<file path="src/rtl/order_book_pkg.sv">
// Shared types and constants for the limit order book matcher.
// Side encoding, FSM states and empty-book sentinel fill bits.
package order_book_pkg;

  localparam logic SIDE_BUY  = 1'b0;
  localparam logic SIDE_SELL = 1'b1;

  typedef enum logic [1:0] {
    IDLE,
    MATCH,
    INSERT
  } state_e;

  // Replicated to PRICE_W: empty bid book reads 0, empty ask reads all-ones
  localparam logic BID_EMPTY_BIT = 1'b0;
  localparam logic ASK_EMPTY_BIT = 1'b1;

endpackage

</file>
<file path="src/rtl/ob_book_side.sv">
// One side of the book: compacted arrival-ordered storage,
// best-entry scan, append and decrement/remove-with-shift.
module ob_book_side
  import order_book_pkg::*;
#(
  parameter int PRICE_W = 8,
  parameter int QTY_W   = 8,
  parameter int DEPTH   = 8,
  parameter int CNT_W   = $clog2(DEPTH+1),
  parameter bit IS_BID  = 1'b1
) (
  input  logic               clk_i,
  input  logic               reset_i,
  input  logic               app_i,
  input  logic [PRICE_W-1:0] app_price_i,
  input  logic [QTY_W-1:0]   app_qty_i,
  input  logic               dec_i,
  input  logic [QTY_W-1:0]   dec_qty_i,
  output logic [PRICE_W-1:0] best_price_o,
  output logic [QTY_W-1:0]   best_qty_o,
  output logic [CNT_W-1:0]   count_o,
  output logic               empty_o,
  output logic               full_o
);

  localparam int IDX_W = (DEPTH > 1) ? $clog2(DEPTH) : 1;
  localparam logic EMPTY_BIT = IS_BID ? BID_EMPTY_BIT : ASK_EMPTY_BIT;

  logic [PRICE_W-1:0] price_q [DEPTH];
  logic [PRICE_W-1:0] price_d [DEPTH];
  logic [QTY_W-1:0]   qty_q   [DEPTH];
  logic [QTY_W-1:0]   qty_d   [DEPTH];
  logic [CNT_W-1:0]   count_q, count_d;
  logic [IDX_W-1:0]   best_idx;
  logic [PRICE_W-1:0] best_p;

  // Best-price scan; strict compare keeps the oldest entry on ties
  always_comb begin
    best_idx = '0;
    best_p   = price_q[0];
    for (int i = 1; i < DEPTH; i++) begin
      if (CNT_W'(i) < count_q) begin
        if (IS_BID ? (price_q[i] > best_p) : (price_q[i] < best_p)) begin
          best_idx = IDX_W'(i);
          best_p   = price_q[i];
        end
      end
    end
  end

  assign empty_o      = (count_q == '0);
  assign full_o       = (count_q == CNT_W'(DEPTH));
  assign count_o      = count_q;
  assign best_price_o = empty_o ? {PRICE_W{EMPTY_BIT}} : best_p;
  assign best_qty_o   = qty_q[best_idx];

  // Next book contents: fill against best entry, or append at the tail
  always_comb begin
    price_d = price_q;
    qty_d   = qty_q;
    count_d = count_q;
    if (dec_i && !empty_o) begin
      if (dec_qty_i >= qty_q[best_idx]) begin
        for (int i = 0; i < DEPTH-1; i++) begin
          if (IDX_W'(i) >= best_idx) begin
            price_d[i] = price_q[i+1];
            qty_d[i]   = qty_q[i+1];
          end
        end
        count_d = count_q - CNT_W'(1);
      end else begin
        qty_d[best_idx] = qty_q[best_idx] - dec_qty_i;
      end
    end
    if (app_i && !full_o) begin
      for (int i = 0; i < DEPTH; i++) begin
        if (CNT_W'(i) == count_q) begin
          price_d[i] = app_price_i;
          qty_d[i]   = app_qty_i;
        end
      end
      count_d = count_q + CNT_W'(1);
    end
  end

  // Book storage registers
  always_ff @(posedge clk_i) begin
    if (reset_i) begin
      count_q <= '0;
      for (int i = 0; i < DEPTH; i++) begin
        price_q[i] <= '0;
        qty_q[i]   <= '0;
      end
    end else begin
      count_q <= count_d;
      price_q <= price_d;
      qty_q   <= qty_d;
    end
  end

endmodule

</file>
<file path="src/rtl/order_book_matcher.sv">
// Price-time priority limit order book matcher, one fill per cycle.
// ORDER_BOOK_MIDPOINT_EN: trade at floor of aggressor/resting midpoint.
module order_book_matcher
  import order_book_pkg::*;
#(
  parameter int PRICE_W = 8,
  parameter int QTY_W   = 8,
  parameter int DEPTH   = 8,
  parameter int CNT_W   = $clog2(DEPTH+1)
) (
  input  logic               clk,
  input  logic               reset,
  input  logic               in_valid,
  output logic               in_ready,
  input  logic               in_side,
  input  logic [PRICE_W-1:0] in_price,
  input  logic [QTY_W-1:0]   in_qty,
  output logic               trade_valid,
  output logic [PRICE_W-1:0] trade_price,
  output logic [QTY_W-1:0]   trade_qty,
  output logic               trade_side,
  output logic               reject,
  output logic [PRICE_W-1:0] best_bid,
  output logic [PRICE_W-1:0] best_ask,
  output logic [CNT_W-1:0]   bid_count,
  output logic [CNT_W-1:0]   ask_count
);

  state_e             state_q, state_d;
  logic               agg_side_q, agg_side_d;
  logic [PRICE_W-1:0] agg_price_q, agg_price_d;
  logic [QTY_W-1:0]   agg_qty_q, agg_qty_d;
  logic               tv_q, tv_d, ts_q, ts_d, rej_q, rej_d;
  logic [PRICE_W-1:0] tp_q, tp_d, exec_price;
  logic [QTY_W-1:0]   tq_q, tq_d, fill;

  logic               bid_app, ask_app, bid_dec, ask_dec;
  logic [QTY_W-1:0]   bid_bq, ask_bq, opp_qty;
  logic               bid_empty, ask_empty, bid_full, ask_full;
  logic [PRICE_W-1:0] opp_price;
  logic               opp_empty, own_full, is_buy, crosses;

  ob_book_side #(
    .PRICE_W(PRICE_W), .QTY_W(QTY_W), .DEPTH(DEPTH),
    .CNT_W(CNT_W), .IS_BID(1'b1)
  ) u_bid (
    .clk_i(clk), .reset_i(reset),
    .app_i(bid_app), .app_price_i(agg_price_q), .app_qty_i(agg_qty_q),
    .dec_i(bid_dec), .dec_qty_i(fill),
    .best_price_o(best_bid), .best_qty_o(bid_bq), .count_o(bid_count),
    .empty_o(bid_empty), .full_o(bid_full)
  );

  ob_book_side #(
    .PRICE_W(PRICE_W), .QTY_W(QTY_W), .DEPTH(DEPTH),
    .CNT_W(CNT_W), .IS_BID(1'b0)
  ) u_ask (
    .clk_i(clk), .reset_i(reset),
    .app_i(ask_app), .app_price_i(agg_price_q), .app_qty_i(agg_qty_q),
    .dec_i(ask_dec), .dec_qty_i(fill),
    .best_price_o(best_ask), .best_qty_o(ask_bq), .count_o(ask_count),
    .empty_o(ask_empty), .full_o(ask_full)
  );

  assign is_buy    = (agg_side_q == SIDE_BUY);
  assign opp_price = is_buy ? best_ask : best_bid;
  assign opp_qty   = is_buy ? ask_bq : bid_bq;
  assign opp_empty = is_buy ? ask_empty : bid_empty;
  assign own_full  = is_buy ? bid_full : ask_full;
  assign crosses   = !opp_empty && (agg_qty_q != '0) &&
                     (is_buy ? (agg_price_q >= opp_price)
                             : (agg_price_q <= opp_price));
  assign fill      = (agg_qty_q < opp_qty) ? agg_qty_q : opp_qty;

`ifdef ORDER_BOOK_MIDPOINT_EN
  logic [PRICE_W:0] px_sum;
  assign px_sum     = {1'b0, agg_price_q} + {1'b0, opp_price};
  assign exec_price = px_sum[PRICE_W:1];
`else
  assign exec_price = opp_price;
`endif

  assign in_ready    = (state_q == IDLE);
  assign trade_valid = tv_q;
  assign trade_price = tp_q;
  assign trade_qty   = tq_q;
  assign trade_side  = ts_q;
  assign reject      = rej_q;

  // FSM next state, book commands and trade/reject outputs
  always_comb begin
    state_d     = state_q;
    agg_side_d  = agg_side_q;
    agg_price_d = agg_price_q;
    agg_qty_d   = agg_qty_q;
    tv_d        = 1'b0;
    tp_d        = tp_q;
    tq_d        = tq_q;
    ts_d        = ts_q;
    rej_d       = 1'b0;
    bid_app     = 1'b0;
    ask_app     = 1'b0;
    bid_dec     = 1'b0;
    ask_dec     = 1'b0;
    unique case (state_q)
      IDLE: begin
        if (in_valid) begin
          agg_side_d  = in_side;
          agg_price_d = in_price;
          agg_qty_d   = in_qty;
          state_d     = (in_qty == '0) ? INSERT : MATCH;
        end
      end
      MATCH: begin
        if (crosses) begin
          tv_d      = 1'b1;
          tp_d      = exec_price;
          tq_d      = fill;
          ts_d      = agg_side_q;
          agg_qty_d = agg_qty_q - fill;
          ask_dec   = is_buy;
          bid_dec   = !is_buy;
        end else begin
          state_d = (agg_qty_q != '0) ? INSERT : IDLE;
        end
      end
      INSERT: begin
        if ((agg_qty_q == '0) || own_full) begin
          rej_d = 1'b1;
        end else begin
          bid_app = is_buy;
          ask_app = !is_buy;
        end
        state_d = IDLE;
      end
      default: state_d = IDLE;
    endcase
  end

  // State, aggressor and output registers
  always_ff @(posedge clk) begin
    if (reset) begin
      state_q     <= IDLE;
      agg_side_q  <= SIDE_BUY;
      agg_price_q <= '0;
      agg_qty_q   <= '0;
      tv_q        <= 1'b0;
      tp_q        <= '0;
      tq_q        <= '0;
      ts_q        <= 1'b0;
      rej_q       <= 1'b0;
    end else begin
      state_q     <= state_d;
      agg_side_q  <= agg_side_d;
      agg_price_q <= agg_price_d;
      agg_qty_q   <= agg_qty_d;
      tv_q        <= tv_d;
      tp_q        <= tp_d;
      tq_q        <= tq_d;
      ts_q        <= ts_d;
      rej_q       <= rej_d;
    end
  end

endmodule
</file>
<file path="config.mk">
export PLATFORM = sky130hd
export DESIGN_NAME = order_book_matcher
export DESIGN_NICKNAME = d
export VERILOG_FILES = /design/src/rtl/order_book_pkg.sv /design/src/rtl/ob_book_side.sv /design/src/rtl/order_book_matcher.sv
export SDC_FILE = /design/constraint.sdc
export NUM_CORES = 1
export LEC_CHECK = 0
export BUFFER_PORTS_ARGS = -buffer_cell sky130_fd_sc_hd__buf_2
export CAP_MARGIN = 20
export CORE_UTILIZATION = 25
export DETAILED_ROUTE_END_ITERATION = 6
export PLACE_DENSITY_LB_ADDON = 0.25
export SYNTH_ARGS = -nofsm -noshare
export SYNTH_HDL_FRONTEND = slang
export SYNTH_SLANG_ARGS = --single-unit
</file>
<file path="constraint.sdc">
create_clock -name clk -period 19.3 [get_ports clk]
set_clock_uncertainty 0.15 [all_clocks]
set_input_delay 2.895 -clock clk [delete_from_list [all_inputs] [get_ports clk]]
set_output_delay 2.895 -clock clk [all_outputs]
set_load 0.005 [all_outputs]
</file>
### Word-level counts from Yosys, hierarchy flattened

Index checks and enable logic that the tools add are counted.

| cells by class | value |
|---|---|
| $add $sub $neg | 7 |
| $lt $le $gt $ge | 51 |
| eq/ne operators | 21 |
| muxes and demuxes | 174 |
| bitwise gates (word level) | 5 |
| reductions and logical operators | 35 |

Operators with widths:

| cell | count |
|---|---|
| 8-bit two-way mux | 103 |
| 64-bit two-way mux | 6 |
| 56-bit two-way mux | 6 |
| 64-bit bitwise mux | 2 |
| 3-bit two-way mux | 26 |
| 8-bit < comparator | 8 |
| 8-bit > comparator | 7 |
| 8-bit binary-select mux with 3-bit select | 2 |
| 8-bit demux with 3-bit select | 2 |
| 3-bit by 4-bit == test with 1-bit output (first input constant) | 8 |
| 3-bit by 4-bit < comparator with 1-bit output (first input constant) | 8 |
| 8-bit greater-or-equal comparator | 3 |
| 4-bit two-way mux | 6 |
| 8-bit subtractor | 3 |
| 3-bit greater-or-equal comparator (first input constant) | 6 |
| 2-bit by 4-bit == test with 1-bit output (first input constant) | 4 |
| 8-bit logical NOT | 2 |
| 2-bit by 4-bit < comparator with 1-bit output (first input constant) | 4 |
| 8-bit one-hot mux with 2 select lines | 1 |
| 1-bit two-way mux | 15 |
| 2-bit AND reduction | 7 |
| 1-bit by 3-bit greater-or-equal comparator with 1-bit output (first input constant) | 4 |
| 2-bit by 3-bit greater-or-equal comparator with 1-bit output (first input constant) | 4 |
| 2-bit nonzero test | 5 |
| 23 further kinds | 51 |

| storage, ports and cells | value |
|---|---|
| flip-flop bits (word level) | 302 |
| output and inout port bits | 44 |

### Longest topological paths before layout

Gate-level depths: netlist of run 1.

| logic depth | value |
|---|---|
| depth after elaboration | 34 |
| depth in mapped cells | 105 |
| depth with buffers taken out | 92 |

### Modules after synthesis

A second synthesis of run 1 with hierarchy kept.

| second synthesis, totals | value |
|---|---|
| cell total of the unflattened synthesis | 2,989 |
| area total of the unflattened synthesis | 22,913.2 um2 |

Modules (own cells, without submodules):

| module | times used | cells each | area each (um2) | sequential area each (um2) |
|---|---|---|---|---|
| ob_book_side (u_ask) | 1 | 1,340 | 10,324.9 | 2,642.5 |
| ob_book_side (u_bid) | 1 | 1,338 | 10,082.2 | 2,642.5 |
| order_book_matcher | 1 | 311 | 2,506.2 | 760.7 |

### Least setup slack after synthesis of run 1

Ideal clock, no wire load.

| timing path | value |
|---|---|
| path kind | register to register |
| from | reg u_ask.price_q[60] (netlist bit) |
| to | reg u_bid.qty_q[38] (netlist bit) |
| library setup time | 0.128 ns |
| arrival | 21.004 ns |
| data required time | 19.022 ns |
| slack | -1.982 ns |
| cell stages (with the launch flop) | 97 |
| buffers on the path | 13 |
| period minus slack after synthesis | 21.282 ns |
| path through | dfxtp_1 -> inv_1 -> ha_1 -> o211ai_1 -> and2_1 -> o31ai_1 -> mux2i_1 -> ha_1 -> a211oi_1 -> o211ai_1 -> or3_1 -> clkbuf_1 -> a21oi_1 -> nor2_1 -> clkbuf_1 -> a21oi_1 -> inv_1 -> ha_1 -> (+61 left out) -> a31o_2 -> buf_4 -> clkbuf_1 -> nand3_1 -> o21ai_0 -> ha_1 -> inv_1 -> ha_1 -> a311oi_1 -> maj3_1 -> o2bb2a_2 -> or4b_4 -> and2_4 -> buf_6 -> buf_2 -> or3_1 -> a31oi_1 -> o22ai_1 |

| between the ends | value |
|---|---|
| cells in the longest elaborated chain, start to end | 34 |

Ends and longest elaborated chain:

| element | line | text |
|---|---|---|
| start: declaration | ob_book_side.sv:29 | `logic [PRICE_W-1:0] price_q [DEPTH];` |
| start signal: assignment | ob_book_side.sv:96 | `price_q <= price_d;` |
| 8-bit < comparator | ob_book_side.sv:43 | `if (IS_BID ? (price_q[i] > best_p) : (price_q[i] < best_p)) begin` |
| 8-bit two-way mux | ob_book_side.sv:43 |  |
| 8-bit two-way mux | ob_book_side.sv:42 | `if (CNT_W'(i) < count_q) begin` |
| 8-bit < comparator | ob_book_side.sv:43 |  |
| 8-bit two-way mux | ob_book_side.sv:43 |  |
| 8-bit two-way mux | ob_book_side.sv:42 |  |
| 8-bit < comparator | ob_book_side.sv:43 |  |
| 8-bit two-way mux | ob_book_side.sv:43 |  |
| (+19 left out) | -- |  |
| 8-bit two-way mux * | order_book_matcher.sv:73 | `assign fill = (agg_qty_q < opp_qty) ? agg_qty_q : opp_qty;` |
| net fill[0] | order_book_matcher.sv:35 | `logic [QTY_W-1:0] tq_q, tq_d, fill;` |
| 8-bit subtractor | ob_book_side.sv:72 | `qty_d[best_idx] = qty_q[best_idx] - dec_qty_i;` |
| 64-bit bitwise mux | ob_book_side.sv:72 |  |
| 56-bit two-way mux * | ob_book_side.sv:63 | `if (dec_qty_i >= qty_q[best_idx]) begin` |
| 64-bit two-way mux * | ob_book_side.sv:62 | `if (dec_i && !empty_o) begin` |
| 8-bit two-way mux | ob_book_side.sv:77 | `if (CNT_W'(i) == count_q) begin` |
| 64-bit two-way mux * | ob_book_side.sv:75 | `if (app_i && !full_o) begin` |
| end signal: assignment | ob_book_side.sv:97 | `qty_q <= qty_d;` |
| end: declaration | ob_book_side.sv:31 | `logic [QTY_W-1:0] qty_q [DEPTH];` |

The timed path passes the listed nets; every way through them passes the cells marked *. The select of a mux whose other input is x is not followed.
A chain may end at the register's enable or synchronous reset.

### Final worst setup path of run 1

| timing path | value |
|---|---|
| from | reg u_ask.count_q[0] (netlist: u_ask.count_o[0]) |
| to | reg u_bid.qty_q[43] (netlist bit) |

| between the ends | value |
|---|---|
| cells in the longest elaborated chain, start to end | 33 |

Ends and longest elaborated chain:

| element | line | text |
|---|---|---|
| start: declaration | ob_book_side.sv:33 | `logic [CNT_W-1:0] count_q, count_d;` |
| start signal: assignment | ob_book_side.sv:95 | `count_q <= count_d;` |
| 1-bit by 4-bit < comparator with 1-bit output | ob_book_side.sv:42 |  |
| 8-bit two-way mux | ob_book_side.sv:42 |  |
| 8-bit < comparator | ob_book_side.sv:43 |  |
| 8-bit two-way mux | ob_book_side.sv:43 |  |
| 8-bit two-way mux | ob_book_side.sv:42 |  |
| 8-bit < comparator | ob_book_side.sv:43 |  |
| 8-bit two-way mux | ob_book_side.sv:43 |  |
| 8-bit two-way mux | ob_book_side.sv:42 |  |
| (+17 left out) | -- |  |
| 8-bit < comparator | order_book_matcher.sv:73 |  |
| 8-bit two-way mux | order_book_matcher.sv:73 |  |
| 8-bit subtractor | ob_book_side.sv:72 |  |
| 64-bit bitwise mux | ob_book_side.sv:72 |  |
| 56-bit two-way mux | ob_book_side.sv:63 |  |
| 64-bit two-way mux | ob_book_side.sv:62 |  |
| 8-bit two-way mux | ob_book_side.sv:77 |  |
| 64-bit two-way mux * | ob_book_side.sv:75 |  |

Every way passes the cells marked *; elsewhere a longest branch is shown, timed or not. The select of a mux whose other input is x is not followed.

==> results.py, run 1 <==
metrics = {
    "setup_path": {
        "crit_path_max_fanout": 11,
        "cp.arrival_ns": 19.03,
        "critical_path_class": "reg -> reg",
        "cp-end-kind": "register",
        "required_ns": 19.64,
        "start_kind": "register",
        "slowest_delay_ns": 0.65,
        "crit_top_cell": "buf_4",
        "slowest_stage": "or4b_4",
    },
    "place": {
        "port_buffers": 63,
        "post-dp-hpwl_um": 74500,
        "gp_congestion": 0.958,
    },
    "die": {
        "num_rows": 110,
        "pin_count": 64,
        "start_util": 0.253,
        "die_x_um": 304,
        "die-area_um2": 92500,
        "coreArea_um2": 90300,
        "die_h_um": 304,
    },
    "final_layout": {
        "fin_nets": 3302,
        "area_growth_pct": 22.7,
        "antennaDiodeCount": 0,
        "num-fill-cells": 9792,
        "drive_gt1_frac": 0.184,
    },
    "status": {
        "status": "completed",
    },
    "power_and_ir_drop": {
        "intPower_uw": 1360,
        "power.clock.fraction": 0.364,
        "p_comb_frac": 0.348,
        "p_per_area_nw_per_um2": 78.4,
        "switching_share": 0.382,
        "power_leakage_uw": 0.0108,
        "switching_power_uw": 839,
        "seqPwrFrac": 0.288,
        "total_power_uw": 2200,
        "vdd_drop_max_mv": 0.0619,
    },
    "synth": {
        "synthesis.nets": 3133,
        "synth.distinct_cells": 102,
        "synth_area_per_cell_um2": 7.67,
        "synth_top_area_frac": 0.265,
        "synthXorXnorAreaFrac": 0.0123,
        "ys_top_cells_by_area": "dfxtp_1 (26%), ha_1 (7.5%), mux2i_1 (7.3%)",
        "synth.area.mux_share": 0.0872,
        "synth_edf_count": 0,
        "ys_seq_area_frac": 0.265,
        "yosys.area_share.simple": 0.201,
        "synthAdderAreaFrac": 0.0781,
        "synth_top_cell_by_area": "dfxtp_1",
        "synthArstFlopShare": 0,
        "synth_top_family_by_area": "compound AO/OA/AOI/OAI gates",
        "synth_area_um2": 22800,
        "yosysWarnings": 0,
        "synthCells": 2976,
        "synth_flop_cell": "dfxtp_1",
        "ys_ff_latch": 302,
        "synth-compound-area-share": 0.297,
    },
    "clock_tree": {
        "clock-root-buffer": "clkbuf_16",
        "cts.sinks": 302,
        "worstSkewPairLatency_ns": 0.59,
        "clk_pin_slew_worst_paths_ns": 0.06,
        "clockBufferDepth": 3,
        "cts_buffers": 39,
        "htreeDepth": 2,
        "cts_tree": "yes",
    },
    "detailed_routing": {
        "first_pass_iters": 7,
        "route.detailed.drc": 0,
        "dr_total_vias": 24346,
        "postRouteWirelength_um": 103000,
        "drtIter0Drc": 2374,
        "drt-wirelength-per-cell_um": 23.6,
        "viasPerCell": 5.60,
        "postRouteAntennaNets": 0,
    },
    "timing": {
        "min_period_ns": 18.69,
        "finalCritPeriodShare": 0.968,
        "setup_viol": 0,
        "hold_viol_final": 0,
        "slew_headroom": 0.267,
        "max_freq_ghz": 0.0535,
        "setup_tns_ns": 0,
        "report.final.slew_viol_count": 0,
        "tightestPinTransition_ns": 1.10,
    },
    "min_path": {
        "hold_path.class": "reg -> reg",
    },
    "grt": {
        "grt.total_usage": 0.210,
        "grt-ovfl-total": 0,
        "grt_pass1_wl_um": 150000,
        "grt_pass1_vias": 22527,
        "grt_max_degree": 183,
        "antenna_found_initial": 5,
    },
    "flow_run": {
        "cap_violations": 0,
    },
}
## placed cells by master (no fill, tap or decap), types with 62 or more instances in the layout
cell      instances
nor2_1          407
dfxtp_1         300
nand2_1         265
buf_4           245
a211oi_1        168
a21oi_1         164
mux2i_1         150
ha_1            133
inv_1           131
o21ai_0         108
nand3_1          86
buf_2            62
## final cells by class
class / instances / area (um2) / share of cell area
flip-flops and latches: 302 / 6050 / 0.216
repair buffers: 321 / 2400 / 0.0858
clock buffers: 60 / 1200 / 0.0427
clock inverters: 10 / 168 / 0.00598
inverters: 136 / 514 / 0.0184
multi-input cells: 2344 / 16200 / 0.579
well taps: 1176 / 1470 / 0.0525
repair inverters: 1 / 5.00 / 0.000179
## repair_timing
item / 4_1_cts / 5_1_grt
setup buffers: 0 / 53
setup endpoints to repair: 220 / 255
pin swaps: 1 / 50
gates resized for setup: 8 / 138
endpoints found under the hold margin: 0 / 0
cloned: 0 / 7
hold buffers: 0 / 0
## power by group through the flow
stage,registers (uW),clock network (uW),logic [uW]
global route,632,839,794
finish,632,801,765
detailed placement,646,0,701
floorplan,646,0,390
CTS,632,814,705
global placement,646,0,703
## final timing paths
kind                    startpoint  slack (ns)  cells after the start              end
setup / recovery  u_ask.count_o[0]        0.61                     89  u_bid.qty_q[43]
setup reg to reg  u_ask.count_o[0]        0.61                     89  u_bid.qty_q[43]
hold reg to reg         state_q[1]        0.31                      1       state_q[1]
hold / removal          state_q[1]        0.31                      1       state_q[1]
## cells by family after synthesis
group / Yosys count
buffers and inverters: 335
adder cells (fa/ha/maj): 144
XOR/XNOR: 32
multiplexers: 195
flip-flops: 302
AO/OA/AOI/OAI: 948
AND/OR/NAND/NOR: 1020
## sequential cells by signal, indices dropped and copies added (netlist names)
signal,count
u_ask.price_q,64
u_ask.qty_q,64
u_bid.price_q,64
u_bid.qty_q,64
agg_price_q,8
agg_qty_q,8
trade_price,8
trade_qty,8
u_ask.count_o,4
u_bid.count_o,4
state_q,2
agg_side_q,1
reject,1
trade_side,1
trade_valid,1
## Yosys cell counts, drive strengths merged (12+ instances only)
library cell and n:
a22oi 22, a32oi 20, and2 23, nor2b 14, or3 17, ha 137, nand2b 25, a311oi 44
a211oi 179, o21a 17, clkbuf 149, buf 50, o32ai 17, mux2i 167, dfxtp 302, nand3 92
a21o 38, nor4 18, o21ai 128, nor3 61, o211ai 39, mux2 28, o221ai 12, xnor2 24
nand4 23, o31ai 12, a21oi 193, inv 132, or2 14, nor2 421, a222oi 15, and3 23
a221oi 61, a31oi 33, nand2 272, o22ai 13
## through the flow
step	util	instance area [um2]	hold WS, ns	instances	setup slack, ns
6_report	0.310	28000	0.315	4350	0.608
5_1_grt	0.310	28000	0.340	4350	-0.180
4_1_cts	0.298	26900	0.322	4290	0.0205
3_5_place_dp	0.283	25500	0.313	4220	-0.441
3_3_place_gp	0.283	25500	0.304	4219	-0.198
2_1_floorplan	-	23000	0.284	2976	0.00457
## critical path, delay by kind of cell (launching register included)
family | cells | cell delay [ns]
flip-flops | 1 | 0.37
AO/OA/AOI/OAI | 35 | 6.60
multiplexers | 4 | 0.91
buffers and inverters | 14 | 1.95
adder cells (fa/ha/maj) | 10 | 2.68
XOR/XNOR | 1 | 0.11
AND/OR/NAND/NOR | 25 | 5.78
## routing by layer
metal / GRT usage / vias up / routed length [um]
met4: 0.0606 / 0 / 3110
met5: 0 / - / 0
met3: 0.0311 / 186 / 6730
li1: - / 11493 / -
met1: 0.292 / 11768 / 47000
met2: 0.334 / 899 / 45900
Power figures use the tool's default switching activity.
==> inputs of run 2 (changes only) <==
==> constraint.sdc (replaced) <==
create_clock -name clk -period 22.8 [get_ports clk]
set_clock_uncertainty 0.15 [all_clocks]
set_input_delay 3.42 -clock clk [delete_from_list [all_inputs] [get_ports clk]]
set_output_delay 3.42 -clock clk [all_outputs]
set_load 0.02 [all_outputs]
==> run 2 against run 1 <==
Routed wire length fell by 3.0%; cell count shrank 3.1%; sequential share of layout area increased by 1.5 points; maximum frequency is 11% lower; utilization shrank 2.0 points; combinational power fell by 27%; largest cell class unchanged; flip-flop and latch count unchanged; global-route usage hardly changed; clock power is 16% lower.
==> results.py, run 2 (same netlist as run 1, synthesis figures left out) <==
metrics = {
    "setup_path": {
        "required_ns": 23.15,
        "worstRegToRegCells": 87,
        "cp.arrival_ns": 21.35,
        "crit_path_max_fanout": 39,
        "cp-end-kind": "register",
        "slowest_delay_ns": 0.56,
        "critical_path_class": "reg -> reg",
        "start_kind": "register",
        "crit_top_cell": "ha_1",
        "slowest_stage": "nor4_4",
    },
    "final_layout": {
        "fin_nets": 3168,
        "drive_gt1_frac": 0.114,
        "final_cell_area_um2": 26200,
        "final_common_cell": "nor2_1",
        "antennaDiodeCount": 0,
        "fin_util": 0.290,
        "area_growth_pct": 14.8,
        "layout.cells.most_common_list": "nor2_1 (413), dfxtp_1 (302), nand2_1 (268)",
    },
    "power_and_ir_drop": {
        "power_leakage_uw": 0.0101,
        "power.clock.fraction": 0.380,
        "intPower_uw": 1090,
        "switching_share": 0.383,
        "seqPwrFrac": 0.303,
        "p_comb_frac": 0.316,
        "vdd_drop_max_mv": 0.0503,
        "switching_power_uw": 676,
        "p_per_area_nw_per_um2": 67.3,
    },
    "die": {
        "start_util": 0.253,
        "num_rows": 110,
        "die-area_um2": 92500,
        "die_x_um": 304,
        "coreArea_um2": 90300,
        "die_h_um": 304,
        "pin_count": 64,
    },
    "timing": {
        "worst_slack_ns": 1.80,
        "setup_viol": 0,
        "max_freq_ghz": 0.0476,
        "hold_viol_final": 0,
        "slew_headroom": 0.250,
        "setup_tns_ns": 0,
        "report.final.slew_viol_count": 0,
        "tightestPinTransition_ns": 1.12,
        "rsz0062_at_grt": "no",
        "min_period_ns": 21.00,
        "finalCritPeriodShare": 0.921,
    },
    "clock_tree": {
        "clk_pin_slew_worst_paths_ns": 0.06,
        "clock-root-buffer": "clkbuf_16",
        "cts_buffers": 39,
        "worstSkewPairLatency_ns": 0.61,
        "clockBufferDepth": 3,
        "cts.sinks": 302,
        "cts_tree": "yes",
        "htreeDepth": 2,
    },
    "status": {
        "status": "completed",
    },
    "detailed_routing": {
        "route.detailed.drc": 0,
        "drtIter0Drc": 2460,
        "drt-wirelength-per-cell_um": 23.6,
        "postRouteWirelength_um": 99600,
        "viasPerCell": 5.61,
        "dr_total_vias": 23639,
        "postRouteAntennaNets": 0,
        "first_pass_iters": 7,
    },
    "grt": {
        "grt_pass1_wl_um": 150000,
        "grtUsageMet2": 0.324,
        "grt_pass1_vias": 22356,
        "grt_max_degree": 71,
        "grt-ovfl-total": 0,
        "met3_usage": 0.0327,
        "gr-usage-met1": 0.296,
        "grt.total_usage": 0.210,
        "antenna_found_initial": 4,
        "busiest_layer": "met2",
    },
    "place": {
        "place_area_um2": 24700,
        "gp_congestion": 0.942,
        "pre_cts_ws_ns": 0.238,
        "post-dp-hpwl_um": 73100,
        "port_buffers": 63,
    },
    "flow_run": {
        "cap_violations": 0,
    },
    "min_path": {
        "hold_depth": 2,
        "hold_path.class": "reg -> reg",
    },
}
## run 2: changes by cell type in the layout (fill, tap and decap cells not counted), sizes merged, moves of 2 or more
cell,before,now
and2,25,23
buf,320,193
clkbuf,61,54
clkinv,7,9
## run 2: path summary, 6_finish.rpt
| kind | startpoint | to | slack [ns] |
|---|---|---|---|
| max | u_bid.price_q[58] | u_bid.qty_q[43] | 1.80 |
| min | trade_price[5] | trade_price[5] | 0.32 |
| max reg2reg | u_bid.price_q[58] | u_bid.qty_q[43] | 1.80 |
| min reg2reg | trade_price[5] | trade_price[5] | 0.32 |
## run 2: repair_timing
action / in CTS / in global routing
setup buffers: 0 / 6
hold buffers: 0 / 0
resized for setup: 0 / 21
setup endpoints to repair: 0 / 254
## run 2: metal layers
layer	up-vias	wire length, um
met5	-	23
met2	979	43200
met1	11244	45800
li1	11228	-
met3	184	7390
met4	4	3200
## run 2: layout make-up
cell class / instances / area, um2
Fill cell: 9841 / 64100
Multi-Input combinational cell: 2339 / 15500
Sequential cell: 302 / 6050
Tap cell: 1176 / 1470
Timing Repair Buffer: 193 / 1330
Clock buffer: 54 / 1100
Inverter: 136 / 514
Clock inverter: 14 / 215
## run 2: power groups by stage
stage,clock network (uW),logic [uW],registers [uW]
after detailed placement,0,538,547
after global routing,704,584,535
final,671,558,535
after CTS,687,540,535
after global placement,0,541,547
after floorplan,0,329,547
## run 2: worst max-delay path: cells and delay by family, from the launching register on
kind | cells | cell delay, ns
xor gates and xnor gates | 1 | 0.13
and+or+nand+nor | 25 | 6.78
adders and majority gates | 10 | 2.82
buffers and inverters | 10 | 1.95
AOI/OAI and AO/OA | 37 | 7.36
muxes | 4 | 1.34
DFF | 1 | 0.30
## run 2: stage by stage
step,hold WS (ns),instances,total power [uW]
floorplan,0.284,2976,876
global placement,0.305,4137,1090
detailed placement,0.312,4137,1090
CTS,0.321,4205,1760
global route,0.351,4214,1820
finish,0.323,4214,1760
